### src/rtl/ksa_core.sv
// ============================================================================
// Module      : ksa_core
// Description : ARC4 key-scheduling stage; permutes the 256-byte S memory
//               in place under a KEYLEN-byte key using an en/rdy handshake.
// Revision    : 1.0 - initial release
// ============================================================================
`default_nettype none

module ksa_core #(
    parameter int KEYLEN = 3
) (
    input  logic                  clk,
    input  logic                  rst,
    input  logic                  en,
    output logic                  rdy,
    input  logic [8*KEYLEN-1:0]   key,
    output logic [7:0]            s_addr,
    input  logic [7:0]            s_rddata,
    output logic [7:0]            s_wrdata,
    output logic                  s_wren
);

    localparam int KIW = (KEYLEN > 1) ? $clog2(KEYLEN) : 1;

    typedef enum logic [2:0] {
        S_IDLE     = 3'd0,
        S_READ_SI  = 3'd1,
        S_CALC_J   = 3'd2,
        S_READ_SJ  = 3'd3,
        S_CAPT_SJ  = 3'd4,
        S_WRITE_SI = 3'd5,
        S_WRITE_SJ = 3'd6
    } state_t;

    state_t              state_q, state_d;
    logic [7:0]          i_q, i_d;
    logic [7:0]          j_q, j_d;
    logic [7:0]          si_q, si_d;
    logic [7:0]          sj_q, sj_d;
    logic [8*KEYLEN-1:0] key_q, key_d;
    logic [KIW-1:0]      kidx_q, kidx_d;
    logic [7:0]          keybyte;

    // Byte 0 of the key sits in the most significant byte of the port.
    always_comb begin
        keybyte = 8'd0;
        for (int k = 0; k < KEYLEN; k++) begin
            if (kidx_q == KIW'(k)) begin
                keybyte = key_q[8*(KEYLEN-k)-1 -: 8];
            end
        end
    end

    always_ff @(posedge clk) begin
        if (rst) begin
            state_q <= S_IDLE;
            i_q     <= 8'd0;
            j_q     <= 8'd0;
            si_q    <= 8'd0;
            sj_q    <= 8'd0;
            key_q   <= '0;
            kidx_q  <= '0;
        end else begin
            state_q <= state_d;
            i_q     <= i_d;
            j_q     <= j_d;
            si_q    <= si_d;
            sj_q    <= sj_d;
            key_q   <= key_d;
            kidx_q  <= kidx_d;
        end
    end

    always_comb begin
        state_d  = state_q;
        i_d      = i_q;
        j_d      = j_q;
        si_d     = si_q;
        sj_d     = sj_q;
        key_d    = key_q;
        kidx_d   = kidx_q;
        rdy      = 1'b0;
        s_addr   = i_q;
        s_wrdata = 8'd0;
        s_wren   = 1'b0;

        case (state_q)
            S_IDLE: begin
                rdy    = 1'b1;
                s_addr = 8'd0;
                if (en) begin
                    key_d   = key;
                    i_d     = 8'd0;
                    j_d     = 8'd0;
                    kidx_d  = '0;
                    state_d = S_READ_SI;
                end
            end
            S_READ_SI: begin
                s_addr  = i_q;
                state_d = S_CALC_J;
            end
            S_CALC_J: begin
                si_d    = s_rddata;
                j_d     = j_q + s_rddata + keybyte;
                state_d = S_READ_SJ;
            end
            S_READ_SJ: begin
                s_addr  = j_q;
                state_d = S_CAPT_SJ;
            end
            S_CAPT_SJ: begin
                sj_d    = s_rddata;
                state_d = S_WRITE_SI;
            end
            S_WRITE_SI: begin
                s_addr   = i_q;
                s_wrdata = sj_q;
                s_wren   = 1'b1;
                state_d  = S_WRITE_SJ;
            end
            S_WRITE_SJ: begin
                s_addr   = j_q;
                s_wrdata = si_q;
                s_wren   = 1'b1;
                if (i_q == 8'hFF) begin
                    state_d = S_IDLE;
                end else begin
                    i_d     = i_q + 8'd1;
                    kidx_d  = (kidx_q == KIW'(KEYLEN-1)) ? '0 : kidx_q + KIW'(1);
                    state_d = S_READ_SI;
                end
            end
            default: begin
                state_d = S_IDLE;
            end
        endcase
    end

endmodule

`default_nettype wire

### config.mk
export PLATFORM = sky130hd
export DESIGN_NAME = ksa_core
export DESIGN_NICKNAME = d
export VERILOG_FILES = /design/src/rtl/ksa_core.sv
export SDC_FILE = /design/constraint.sdc
export NUM_CORES = 1
export LEC_CHECK = 0
export CAP_MARGIN = 20
export CORE_MARGIN = 2
export CORE_UTILIZATION = 58
export DETAILED_ROUTE_END_ITERATION = 10
export PLACE_DENSITY = 0.86
export SETUP_SLACK_MARGIN = 0.5
export SLEW_MARGIN = 10
export SYNTH_ARGS = -nofsm -noshare
export SYNTH_HDL_FRONTEND = slang
export SYNTH_SLANG_ARGS = --single-unit
### constraint.sdc
create_clock -name clk -period 4.9 [get_ports clk]
set_clock_uncertainty 0.15 [all_clocks]
set_input_delay 0.98 -clock clk [delete_from_list [all_inputs] [get_ports clk]]
set_output_delay 0.98 -clock clk [all_outputs]
set_load 0.005 [all_outputs]
==> flow_summary.yaml <==
timing:
  setup_tns_ps: 0
  worst_pin_slew_ps: 1010
  slew_violations: 0
  fin_ws_ps: 808
  max_freq_ghz: 0.244
  holdWs_ps: 305
  hold_violations: 0
  period_needed_ps: 4090
  setup_viol: 0
  max_slew_margin: 0.328
  rsz0062_at_grt: "no"
  period_share: 0.835
global_routing:
  grt_pass1_vias: 2744
  grt.total_usage: 0.263
  grt_max_degree: 58
  grt.overflow.total: 0
  grt_pass1_wl_mm: 12.9
  antenna_found_initial: 0
synthesis:
  synth_top_family_by_area: "simple AND/OR/NAND/NOR gates"
  yosysWarnings: 0
  ys_ff_latch: 61
  synthesis.area_um2: 3260
  synthCells: 419
  yosys_most_used_dff: "dfxtp_1"
  synth-adder-area-share: 0.0759
  yosysTopAreaCell: "dfxtp_1"
  synth-compound-area-share: 0.184
  ys_seq_area_frac: 0.374
  synthMuxAreaShare: 0.0525
  yosys-top-cells-area: "dfxtp_1 37%, nand2_1 9.8%, a21oi_1 9.4%"
  syn_avg_cell_area_um2: 7.79
  synth_xor_area_frac: 0.0268
  synth_top_area_share: 0.374
  synth_edf_count: 0
  postSynth.asyncResetShare: 0
  syn_nets: 469
  yosysUniqueCellTypes: 47
  synth-simple-area-share: 0.234
power:
  powerDensity_nw_per_um2: 312
  peakVddDrop_v: 0.000229
  power.leakage_nw: 1.42
  power_mw: 1.23
critical_path:
  timing.rr.start: "kidx_q[0]$_SDFFE_PP0P_"
  reg2reg_to: "j_q[7]$_SDFFE_PP0P_"
  critPathMaxFanout: 17
  cp-start-kind: "register"
  r2r_setup_slack_ps: 1380
  cp.arrival_ps: 2960
  cp.required_ps: 3770
  crit_type: "register to output pin"
  reg2reg_depth: 12
  crit_path_end_kind: "output pin"
cts:
  clk_pin_slew_worst_paths_ps: 60
  htreeDepth: 3
  clock_sinks: 61
  cts_tree: "yes"
  cts_resized: 0
  numCtsBuffers: 9
  clockRootBuffer: "clkbuf_8"
  cts_post_setup_buffers_inserted: 0
  cts_hold_buf: 0
  clk-insertion-delay-late_ps: 340
  cts_buffer_depth: 2
floorplan:
  die_w_um: 79.0
  die_area_um2: 6240
  ios: 53
  die_h_um: 79.0
  core_um2: 5470
  floorplan.initialDensity: 0.596
  rows: 27
min_path:
  hold_start: "key_q[0]$_SDFFE_PP0P_"
  whs_path_depth: 2
  worstHoldEndpoint: "key_q[0]$_SDFFE_PP0P_"
  min_path_type: "register to register"
detailed_routing:
  drcViolationCount: 0
  wire_per_inst_um: 14.3
  met3_length_um: 392
  viasPerCell: 5.73
  first_pass_iters: 5
  highest_layer: "met4"
  drt-met1-wl_mm: 3.27
  drt_iter0_drc: 232
  wl_met2_mm: 3.71
  routed_wl_mm: 7.56
  ant_nets: 0
  vias: 3035
finish:
  final_cell_mix: "85 x nand2_1, 61 x a21oi_1, 61 x dfxtp_1"
  utilization: 0.722
  fin_nets: 503
  drive_gt1_frac: 0.0502
  instances_no_fill: 530
  mostFrequentLayoutCell: "nand2_1"
  fillers: 447
  syn_to_final_growth_pct: 21.1
  diodes: 0
  postLayoutCellArea_um2: 3950
placement:
  detailedPlacementHpwl_mm: 5.21
  portBuffers: 52
  dpl_worst_slack_ps: 1210
  placed_area_um2: 3750
  dp_cells: 514
  gp_congestion: 0.867
job:
  drv_cap: 0
outcome:
  outcome: "finished clean"
==> routing by layer <==
| metal | track usage | vias up |
|---|---|---|
| li1 | - | 1495 |
| met1 | 0.361 | 1413 |
| met2 | 0.407 | 108 |
| met3 | 0.0420 | 19 |
| met4 | 0.126 | 0 |
| met5 | 0 | - |
==> logic make-up (layout without fill, tap and decap cells) <==
kind of cell               Yosys count  in the layout
AOI/OAI and AO/OA                  105            105
buffers and inverters               40             79
DFF                                 61             61
and+or+nand+nor                    171            171
muxes                               17             17
adders and majority gates           15             15
xor gates and xnor gates            10             10
==> power breakdown <==
group | switching (mW) | internal, mW | leakage, nW
combinational | 0.114 | 0.0967 | 0.815
sequential | 0.0270 | 0.521 | 0.496
clock | 0.189 | 0.284 | 0.107
==> sequential cells by signal, indices dropped and copies added, names as in the netlist <==
name     count
i_q          8
j_q          8
key_q       24
kidx_q       2
si_q         8
sj_q         8
state_q      3
==> area by class of cell <==
class                   count  area [µm²]  area share
clock inverters             5        75.1      0.0190
clock buffers              11         131      0.0332
inverters                   9        33.8     0.00854
repair buffers             54         531       0.134
multi-input cells         318        1870       0.473
flip-flops and latches     61        1220       0.309
well taps                  72        90.1      0.0228
==> critical path: stages (launching register included) <==
cell and delay, ps:
dfxtp_1 760, clkinv_1 410, nor2_1 630, a22oi_1 170
nor2b_1 150, clkdlybuf4s50_1 500
==> cell usage after synthesis, types with 2 or more instances <==
library cell / n
inv_1: 8
nand2b_1: 2
fa_1: 8
mux2i_1: 16
ha_1: 7
buf_1: 3
buf_2: 8
nor2_1: 39
a22oi_1: 8
or3_1: 3
o22ai_1: 14
clkbuf_1: 18
nand3_1: 12
nor3b_1: 2
xnor2_1: 8
xor2_1: 2
nor2b_1: 11
nand2_1: 85
dfxtp_1: 61
o21ai_0: 9
a31oi_1: 3
o21a_1: 2
nor3_1: 6
a21oi_1: 61
==> worst max path at each step <==
| stage | from | endpoint | slack, ps |
|---|---|---|---|
| floorplan | kidx_q[0]$_SDFFE_PP0P_ | j_q[7]$_SDFFE_PP0P_ | 1920 |
| global placement | s_rddata[3] | j_q[7]$_SDFFE_PP0P_ | 1360 |
| detailed placement | s_rddata[1] | j_q[7]$_SDFFE_PP0P_ | 1210 |
| CTS | state_q[0]$_SDFFE_PP0P_ | s_wrdata[1] | 860 |
| global route | state_q[0]$_SDFFE_PP0P_ | s_wrdata[1] | 600 |
| finish | state_q[0]$_SDFFE_PP0P_ | s_wrdata[6] | 810 |
No activity file was read; power rests on OpenSTA's default activity.
